===== config.mk =====
export PLATFORM = sky130hd
export DESIGN_NAME = param_sync_fifo_flat
export DESIGN_NICKNAME = d
export VERILOG_FILES = /design/src/rtl/param_sync_fifo_pkg.sv /design/src/rtl/param_sync_fifo_if.sv /design/src/rtl/param_sync_fifo_ram.sv /design/src/rtl/param_sync_fifo.sv /design/src/flat_wrapper.sv
export SDC_FILE = /design/constraint.sdc
export NUM_CORES = 2
export LEC_CHECK = 0
export BUFFER_PORTS_ARGS = -buffer_cell sky130_fd_sc_hd__buf_2
export CORE_UTILIZATION = 55
export CTS_BUF_LIST = sky130_fd_sc_hd__clkbuf_4 sky130_fd_sc_hd__clkbuf_8 sky130_fd_sc_hd__clkbuf_16
export DETAILED_ROUTE_END_ITERATION = 10
export GPL_ROUTABILITY_DRIVEN = 0
export PLACE_DENSITY = 0.77
export SYNTH_ARGS = -nofsm -noshare
export SYNTH_HDL_FRONTEND = slang
export SYNTH_SLANG_ARGS = --single-unit

===== constraint.sdc =====
create_clock -name clk -period 5.98 [get_ports clk]
set_clock_uncertainty 0.05 [all_clocks]
set_input_delay 0.299 -clock clk [delete_from_list [all_inputs] [get_ports clk]]
set_output_delay 0.299 -clock clk [all_outputs]
set_load 0.01 [all_outputs]

===== src/rtl/param_sync_fifo_pkg.sv =====
// Package pfifo_pkg: shared defaults for the parametrised synchronous FIFO.
// Holds the default word and address widths, a helper that turns an address
// width into a word depth, and the pointer type used at the default widths.
package pfifo_pkg;

    localparam int DEF_DATA_W = 8;
    localparam int DEF_ADDR_W = 8;

    // Number of words addressed by an address bus of addr_w bits.
    function automatic int depth(input int addr_w);
        return 1 << addr_w;
    endfunction

    // Pointer at default widths: ADDR_W address bits plus one wrap bit.
    typedef logic [DEF_ADDR_W:0] ptr_t;

endpackage


===== src/rtl/param_sync_fifo_if.sv =====
// Interface pfifo_if: producer/consumer bus of the synchronous FIFO.
//   wr_en, wr_data           write request and word
//   rd_en                    read request (pop acknowledge in FWFT mode)
//   rd_data, rd_valid        read word and its qualifier
//   full, empty              occupancy extremes
//   almost_full/almost_empty threshold flags
//   count                    words stored, 0..DEPTH
//   overflow, underflow      one-cycle error pulses
// Modport master: the side that drives requests (producer/consumer).
// Modport slave:  the FIFO itself.
interface pfifo_if
    import pfifo_pkg::*;
#(
    parameter int DATA_W = DEF_DATA_W,
    parameter int ADDR_W = DEF_ADDR_W
);

    logic              wr_en;
    logic [DATA_W-1:0] wr_data;
    logic              rd_en;
    logic [DATA_W-1:0] rd_data;
    logic              rd_valid;
    logic              full;
    logic              empty;
    logic              almost_full;
    logic              almost_empty;
    logic [ADDR_W:0]   count;
    logic              overflow;
    logic              underflow;

    modport master (
        output wr_en, wr_data, rd_en,
        input  rd_data, rd_valid, full, empty, almost_full, almost_empty,
               count, overflow, underflow
    );

    modport slave (
        input  wr_en, wr_data, rd_en,
        output rd_data, rd_valid, full, empty, almost_full, almost_empty,
               count, overflow, underflow
    );

endinterface


===== src/rtl/param_sync_fifo_ram.sv =====
// Module pfifo_ram: storage array for the synchronous FIFO.
//   clk, reset   clock and async active-high reset (read register only)
//   we, waddr, wdata   synchronous write port
//   re, raddr, rdata   read port
// Macro PFIFO_FWFT_EN selects the read port style:
//   undefined: registered read, rdata updates on an edge where re is high
//              and holds otherwise; cleared by reset
//   defined:   asynchronous read, rdata = mem[raddr]
// The array itself is never reset.
module pfifo_ram
    import pfifo_pkg::*;
#(
    parameter int DATA_W = DEF_DATA_W,
    parameter int ADDR_W = DEF_ADDR_W
) (
    input  logic              clk,
    input  logic              reset,
    input  logic              we,
    input  logic [ADDR_W-1:0] waddr,
    input  logic [DATA_W-1:0] wdata,
    input  logic              re,
    input  logic [ADDR_W-1:0] raddr,
    output logic [DATA_W-1:0] rdata
);

    logic [DATA_W-1:0] mem [depth(ADDR_W)];

    always_ff @(posedge clk) begin
        if (we) begin
            mem[waddr] <= wdata;
        end
    end

`ifdef PFIFO_FWFT_EN
    assign rdata = mem[raddr];
`else
    // Read register: a same-edge write can never target raddr, because a
    // write is only accepted when not full.
    always_ff @(posedge clk or posedge reset) begin
        if (reset) begin
            rdata <= '0;
        end else if (re) begin
            rdata <= mem[raddr];
        end
    end
`endif

endmodule


===== src/rtl/param_sync_fifo.sv =====
// Module param_sync_fifo: parametrised single-clock FIFO.
//   clk    rising-edge clock
//   reset  asynchronous active-high reset
//   bus    pfifo_if.slave carrying requests, data, flags, count, error pulses
// Parameters: DATA_W, ADDR_W (DEPTH = 2**ADDR_W), AFULL_TH, AEMPTY_TH.
// Pointers carry an extra wrap bit so full and empty are distinguishable;
// all flags and the count are decoded from the registered pointers.
// Macro PFIFO_FWFT_EN enables first-word-fall-through reads; undefined gives
// a registered read with a one-cycle rd_valid pulse per accepted read.
module param_sync_fifo
    import pfifo_pkg::*;
#(
    parameter int DATA_W    = DEF_DATA_W,
    parameter int ADDR_W    = DEF_ADDR_W,
    parameter int AFULL_TH  = depth(ADDR_W) - 4,
    parameter int AEMPTY_TH = 4
) (
    input logic   clk,
    input logic   reset,
    pfifo_if.slave bus
);

    localparam logic [ADDR_W:0] AFULL_LVL  = AFULL_TH[ADDR_W:0];
    localparam logic [ADDR_W:0] AEMPTY_LVL = AEMPTY_TH[ADDR_W:0];
    localparam logic [ADDR_W:0] PTR_ONE    = {{ADDR_W{1'b0}}, 1'b1};

    logic [ADDR_W:0]   wr_ptr;
    logic [ADDR_W:0]   rd_ptr;
    logic [ADDR_W:0]   fill;
    logic              full_i;
    logic              empty_i;
    logic              wr_accept;
    logic              rd_accept;
    logic [DATA_W-1:0] ram_rdata;

    // Same address with differing wrap bits means the writer is a full lap ahead.
    assign full_i  = (wr_ptr[ADDR_W-1:0] == rd_ptr[ADDR_W-1:0]) &&
                     (wr_ptr[ADDR_W] != rd_ptr[ADDR_W]);
    assign empty_i = (wr_ptr == rd_ptr);
    assign fill    = wr_ptr - rd_ptr;

    // Both requests are judged on the pre-edge flags, so a full FIFO can
    // still be read and an empty one still be written in the same cycle.
    assign wr_accept = bus.wr_en && !full_i;
    assign rd_accept = bus.rd_en && !empty_i;

    assign bus.full         = full_i;
    assign bus.empty        = empty_i;
    assign bus.count        = fill;
    assign bus.almost_full  = (fill >= AFULL_LVL);
    assign bus.almost_empty = (fill <= AEMPTY_LVL);

    always_ff @(posedge clk or posedge reset) begin
        if (reset) begin
            wr_ptr <= '0;
            rd_ptr <= '0;
        end else begin
            if (wr_accept) begin
                wr_ptr <= wr_ptr + PTR_ONE;
            end
            if (rd_accept) begin
                rd_ptr <= rd_ptr + PTR_ONE;
            end
        end
    end

    // Error pulses flag the rejected request one cycle after its edge.
    always_ff @(posedge clk or posedge reset) begin
        if (reset) begin
            bus.overflow  <= 1'b0;
            bus.underflow <= 1'b0;
        end else begin
            bus.overflow  <= bus.wr_en && full_i;
            bus.underflow <= bus.rd_en && empty_i;
        end
    end

    pfifo_ram #(
        .DATA_W(DATA_W),
        .ADDR_W(ADDR_W)
    ) u_ram (
        .clk  (clk),
        .reset(reset),
        .we   (wr_accept),
        .waddr(wr_ptr[ADDR_W-1:0]),
        .wdata(bus.wr_data),
        .re   (rd_accept),
        .raddr(rd_ptr[ADDR_W-1:0]),
        .rdata(ram_rdata)
    );

`ifdef PFIFO_FWFT_EN
    // The head word is presented whenever one is stored; an empty FIFO
    // shows zero rather than stale memory contents.
    assign bus.rd_valid = !empty_i;
    assign bus.rd_data  = empty_i ? '0 : ram_rdata;
`else
    assign bus.rd_data = ram_rdata;

    always_ff @(posedge clk or posedge reset) begin
        if (reset) begin
            bus.rd_valid <= 1'b0;
        end else begin
            bus.rd_valid <= rd_accept;
        end
    end
`endif

endmodule

===== src/flat_wrapper.sv =====
// flat-port wrapper written by rule: the top's interface ports become plain ports
module param_sync_fifo_flat import pfifo_pkg::*;
#(
    parameter int DATA_W    = DEF_DATA_W,
    parameter int ADDR_W    = DEF_ADDR_W,
    parameter int AFULL_TH  = depth(ADDR_W) - 4,
    parameter int AEMPTY_TH = 4
)
  (clk, reset, bus_wr_en, bus_wr_data, bus_rd_en, bus_rd_data, bus_rd_valid, bus_full, bus_empty, bus_almost_full, bus_almost_empty, bus_count, bus_overflow, bus_underflow);
  pfifo_if #(.DATA_W(DATA_W), .ADDR_W(ADDR_W)) bus_i ();
  input logic clk;
  input logic reset;
  input wire logic [$bits(bus_i.wr_en)-1:0] bus_wr_en;
  input wire logic [$bits(bus_i.wr_data)-1:0] bus_wr_data;
  input wire logic [$bits(bus_i.rd_en)-1:0] bus_rd_en;
  output wire logic [$bits(bus_i.rd_data)-1:0] bus_rd_data;
  output wire logic [$bits(bus_i.rd_valid)-1:0] bus_rd_valid;
  output wire logic [$bits(bus_i.full)-1:0] bus_full;
  output wire logic [$bits(bus_i.empty)-1:0] bus_empty;
  output wire logic [$bits(bus_i.almost_full)-1:0] bus_almost_full;
  output wire logic [$bits(bus_i.almost_empty)-1:0] bus_almost_empty;
  output wire logic [$bits(bus_i.count)-1:0] bus_count;
  output wire logic [$bits(bus_i.overflow)-1:0] bus_overflow;
  output wire logic [$bits(bus_i.underflow)-1:0] bus_underflow;
  assign bus_i.wr_en = bus_wr_en;
  assign bus_i.wr_data = bus_wr_data;
  assign bus_i.rd_en = bus_rd_en;
  assign bus_rd_data = bus_i.rd_data;
  assign bus_rd_valid = bus_i.rd_valid;
  assign bus_full = bus_i.full;
  assign bus_empty = bus_i.empty;
  assign bus_almost_full = bus_i.almost_full;
  assign bus_almost_empty = bus_i.almost_empty;
  assign bus_count = bus_i.count;
  assign bus_overflow = bus_i.overflow;
  assign bus_underflow = bus_i.underflow;
  param_sync_fifo #(.DATA_W(DATA_W), .ADDR_W(ADDR_W), .AFULL_TH(AFULL_TH), .AEMPTY_TH(AEMPTY_TH)) u_core (.clk(clk), .reset(reset), .bus(bus_i));
endmodule

==> results.txt <==
* Fraction of post-synthesis cell area in the top cell type by area: 75.8%
* Number of global-route vias before repair: 41800
- TritonCTS built the clock tree.
- Cells with a size suffix above 1 make up 23.0% of the layout.
* Relative slew slack: -4.25%
* Leading post-synthesis cells by cell area: sky130_fd_sc_hd__edfxtp_1 (76%), sky130_fd_sc_hd__mux4_2 (14%), sky130_fd_sc_hd__nor2_1 (1.5%)
* Detailed Place HPWL: between 100 and 150 mm
- Clk root buf: sky130_fd_sc_hd__clkbuf_16
- Power density over cell area: 458 nW/um2
- The routed layout has 42300 vias.
* Count of routing violations after the opening detailed-route iteration: 6592
* Largest net degree at the start of global routing: about 210
- Non-filler cells, final: between 6000 and 7000
* Count of buffers from port buffering: 35
* Count of endpoints failing setup in the final report: 0
- STA classifies the critical path startpoint as a flop.
- Data arrives at the worst endpoint at 4.75 ns.
* Launch point of the worst reg-to-reg path: u_core.rd_ptr[1]$_DFFE_PP0P_
- Placed instance area: 83400 um2
* Worst slack on hold paths: around 0.055 ns
* Ys async rst share: 1.40%
- After synthesis the netlist holds a flip-flop and latch count of around 2100.
- The number of nets handed over by synthesis was 3928.
* Actual slew at the worst max-slew pin: 1.52 ns
* Post_cts resized: 0
- Total non-filler cell area in the finished layout: 89800 um2
- The critical path in this run is classified as reg -> out.
- After clock tree synthesis, the clock-pin slew on the worst setup and hold paths is 0.07 ns.
- CTS built an H-tree with a depth of 4.
- Of all nets on the critical path, the largest fanout is 46.
- For the worst setup path, the data required time is 5.63 ns.
* Number of I/O pins: 36
- For this configuration, the core starts out at a cell density of 55.6%.
- Clock insertion delay at the later pin of the skew report: approximately 0.87 ns
- For this block, the routed nets add up to 212 mm of wire.
- Dividing the synthesized area by the synthesized cell count gives a little over 20 um2.
* Post-layout power: 41.1 mW
- The floorplan has 140 rows.
* Total core area: 146000 um2
- The final reports fail on capacitance limit, slew limit.
- For this run, design rule violations remaining after detail routing come to 0.
* Mean routed wirelength per cell: 34.9 um
- Number of different library cells in the post-synthesis netlist: 74
- Initial antenna violation count: 6
- Deepest clock path buffer count: 3
* Number of pins with negative max-slew slack in the final report: 2
- In the global route stage, met1 resource usage came out at 39.0%.
* Period utilisation layout: 85.2%
- Met2 Use GR: between 40% and 50%
- The worst hold path belongs to the class in -> reg.
- Startpoint of the tightest hold check path: bus_wr_data[3]
- For this run, the post-layout net count is approximately 4000.
- Setup Fix Bufs, Post-CTS: 0
- Global routing consumed, over all layers together, 29.0% of the routing resources.
* Met3 layer usage reported by global route: 8.63%
* Worst slack at placement: around 1.6 ns
- Status: finished, violations left
- STA classifies the critical path endpoint as an output pin.
- Based on the critical path, the design can be clocked at up to 0.196 GHz.
- The first global-routing pass estimated between 300 and 400 mm of wire.
- Yosys printed 0 warnings.
- Biggest area consumer among synthesized cells: sky130_fd_sc_hd__edfxtp_1
- Detailed-router iteration count before antenna repair: 6
- For this design, the sink count on the clock tree is slightly above 2000.
- Gr ovfl total: 0
- In this run, post-CTS hold repair placed 6 buffers.
- In this run the static leakage power is 27.9 nW.
- In this run the remaining antenna-violating nets after routing total 0.
- Max Cap Viol: 1
- Sequential cell area fraction in the yosys report: roughly three quarters
- Core Util, Final: roughly 62%
* Leading register cell type out of synthesis: sky130_fd_sc_hd__edfxtp_1
* GR peak layer: met2
- From synthesis to final layout, the design area changed by 10.8%.
* Vias per cell: 6.95
* DP Cell Count: 5721
- CTS buffer count: roughly 190
- RSZ-0062 raised after global routing: false
- After synthesis the cells add up to 81100 um2.
- The number of hold-slack violations in the final timing report came to 0.
- Number of instances in the synthesized netlist: 3902
* Die Wd: 386 um
* Post-synth EDFFs: 2048
- After routing, the total negative slack on setup checks comes to 0 ns.
- Across the VDD grid, the largest voltage drop is approximately 0.4 mV.
* Die Ht: between 300 and 400 um
- Final setup margin: around 0.9 ns
- Time the worst path needs with I/O delays and setup: 5.10 ns
- Tracing the worst setup path back leads to its startpoint at u_core.rd_ptr[1]$_DFFE_PP0P_.
- The die covers 149000 um2.
==> final timing paths <==
check	depth (start not counted)	end	slack, ns
min	1	u_core.u_ram.mem[140][3]$_DFFE_PP_	0.05
max in group asynchronous	4	u_core.rd_ptr[2]$_DFFE_PP0P_	5.38
min in group asynchronous	4	u_core.bus.underflow$_DFF_PP0_	0.06
min reg2reg	1	u_core.wr_ptr[8]$_DFFE_PP0P_	0.44
max reg2reg	8	u_core.u_ram.rdata[0]$_DFFE_PP0P_	1.20
max	11	bus_almost_empty	0.88
==> placed cells by master (no fill, tap or decap), types with 11 or more instances in the layout <==
master / Yosys / final
sky130_fd_sc_hd__a221oi_1: 13 / 13
sky130_fd_sc_hd__nand2_1: 151 / 151
sky130_fd_sc_hd__inv_1: 13 / 11
sky130_fd_sc_hd__buf_4: 26 / 77
sky130_fd_sc_hd__nor2b_1: 19 / 17
sky130_fd_sc_hd__a22oi_1: 48 / 48
sky130_fd_sc_hd__mux4_2: 496 / 496
sky130_fd_sc_hd__bufinv_16: 0 / 15
sky130_fd_sc_hd__mux2i_1: 117 / 117
sky130_fd_sc_hd__clkbuf_16: 0 / 197
sky130_fd_sc_hd__ha_1: 13 / 13
sky130_fd_sc_hd__clkinv_1: 3 / 46
sky130_fd_sc_hd__a31oi_1: 23 / 23
sky130_fd_sc_hd__nand4_1: 21 / 21
sky130_fd_sc_hd__xnor2_1: 17 / 17
sky130_fd_sc_hd__nand3_1: 42 / 42
sky130_fd_sc_hd__o21ai_0: 22 / 22
sky130_fd_sc_hd__dfrtp_1: 29 / 24
sky130_fd_sc_hd__edfxtp_1: 2048 / 2048
sky130_fd_sc_hd__a21oi_1: 37 / 37
sky130_fd_sc_hd__nor2_1: 331 / 331
sky130_fd_sc_hd__buf_2: 59 / 27
sky130_fd_sc_hd__clkinv_2: 0 / 32
sky130_fd_sc_hd__o22ai_1: 39 / 39
sky130_fd_sc_hd__o221ai_1: 14 / 14
sky130_fd_sc_hd__buf_12: 0 / 12
sky130_fd_sc_hd__nor3_1: 20 / 19
sky130_fd_sc_hd__clkbuf_4: 1 / 47
==> cell type report <==
class	count	area, um2
Antenna cell	5	12.5
Clock buffer	245	5300
Clock inverter	108	1060
Fill cell	9586	56100
Inverter	17	67.6
Multi-Input combinational cell	1586	17600
Sequential cell	2077	62200
Tap cell	1917	2400
Timing Repair Buffer	130	1120
==> synthesized netlist by cell type (all sizes together), types with 5 or more instances <==
cell	count
inv	14
buf	129
dfrtp	29
nand2b	6
mux2i	117
edfxtp	2048
o22ai	39
a311oi	5
mux2	10
a22o	9
nand2	151
xnor2	17
and3	9
nor2b	19
a32oi	8
o21ai	30
a221oi	13
clkbuf	93
o221ai	14
xor2	6
nor3	20
a22oi	48
nor4	9
nor2	332
ha	13
nand3	42
o211ai	6
a31oi	23
and2	11
mux4	496
a2111oi	11
o32a	7
nand4	21
a211oi	11
a21oi	37
==> routing by layer <==
metal | routed length, um | up-vias
li1 | - | 16400
met1 | 74900 | 21800
met2 | 98700 | 3482
met3 | 28300 | 545
met4 | 10500 | 6
met5 | 39 | -
==> worst max-delay path, stage by stage, from the launching register on <==
cell and delay (ns):
sky130_fd_sc_hd__dfrtp_4 1.01, sky130_fd_sc_hd__inv_2 0.07, sky130_fd_sc_hd__buf_4 0.33, sky130_fd_sc_hd__fa_1 0.49, sky130_fd_sc_hd__a21o_1 0.18, sky130_fd_sc_hd__a21oi_1 0.31, sky130_fd_sc_hd__o22ai_1 0.12, sky130_fd_sc_hd__nor2_1 0.13
sky130_fd_sc_hd__xor2_1 0.20, sky130_fd_sc_hd__or4b_2 0.66, sky130_fd_sc_hd__nor4_1 0.19, sky130_fd_sc_hd__buf_2 0.18
==> power breakdown <==
group	switching (mW)	internal, mW	total [mW]
sequential	0.372	16.2	16.6
clock	5.41	6.94	12.4
combinational	7.54	4.63	12.2
total	13.3	27.8	41.1
==> kinds of logic after synthesis <==
group | Yosys count | synth area share [%]
flops | 2077 | 76.7
fa+ha+maj | 14 | 0.225
buf+inv | 239 | 1.54
xor+xnor | 23 | 0.248
compound gates | 289 | 2.53
mux | 623 | 15.4
simple gates | 637 | 3.36
==> state kept, by name, indices dropped and copies added (netlist names) <==
signal,flops
u_core.bus.rd_valid,1
u_core.rd_ptr,9
u_core.u_ram.mem,2048
u_core.bus.underflow,1
u_core.u_ram.rdata,8
u_core.bus.overflow,1
u_core.wr_ptr,9
Note: power is estimated with default switching activity, not from simulation.
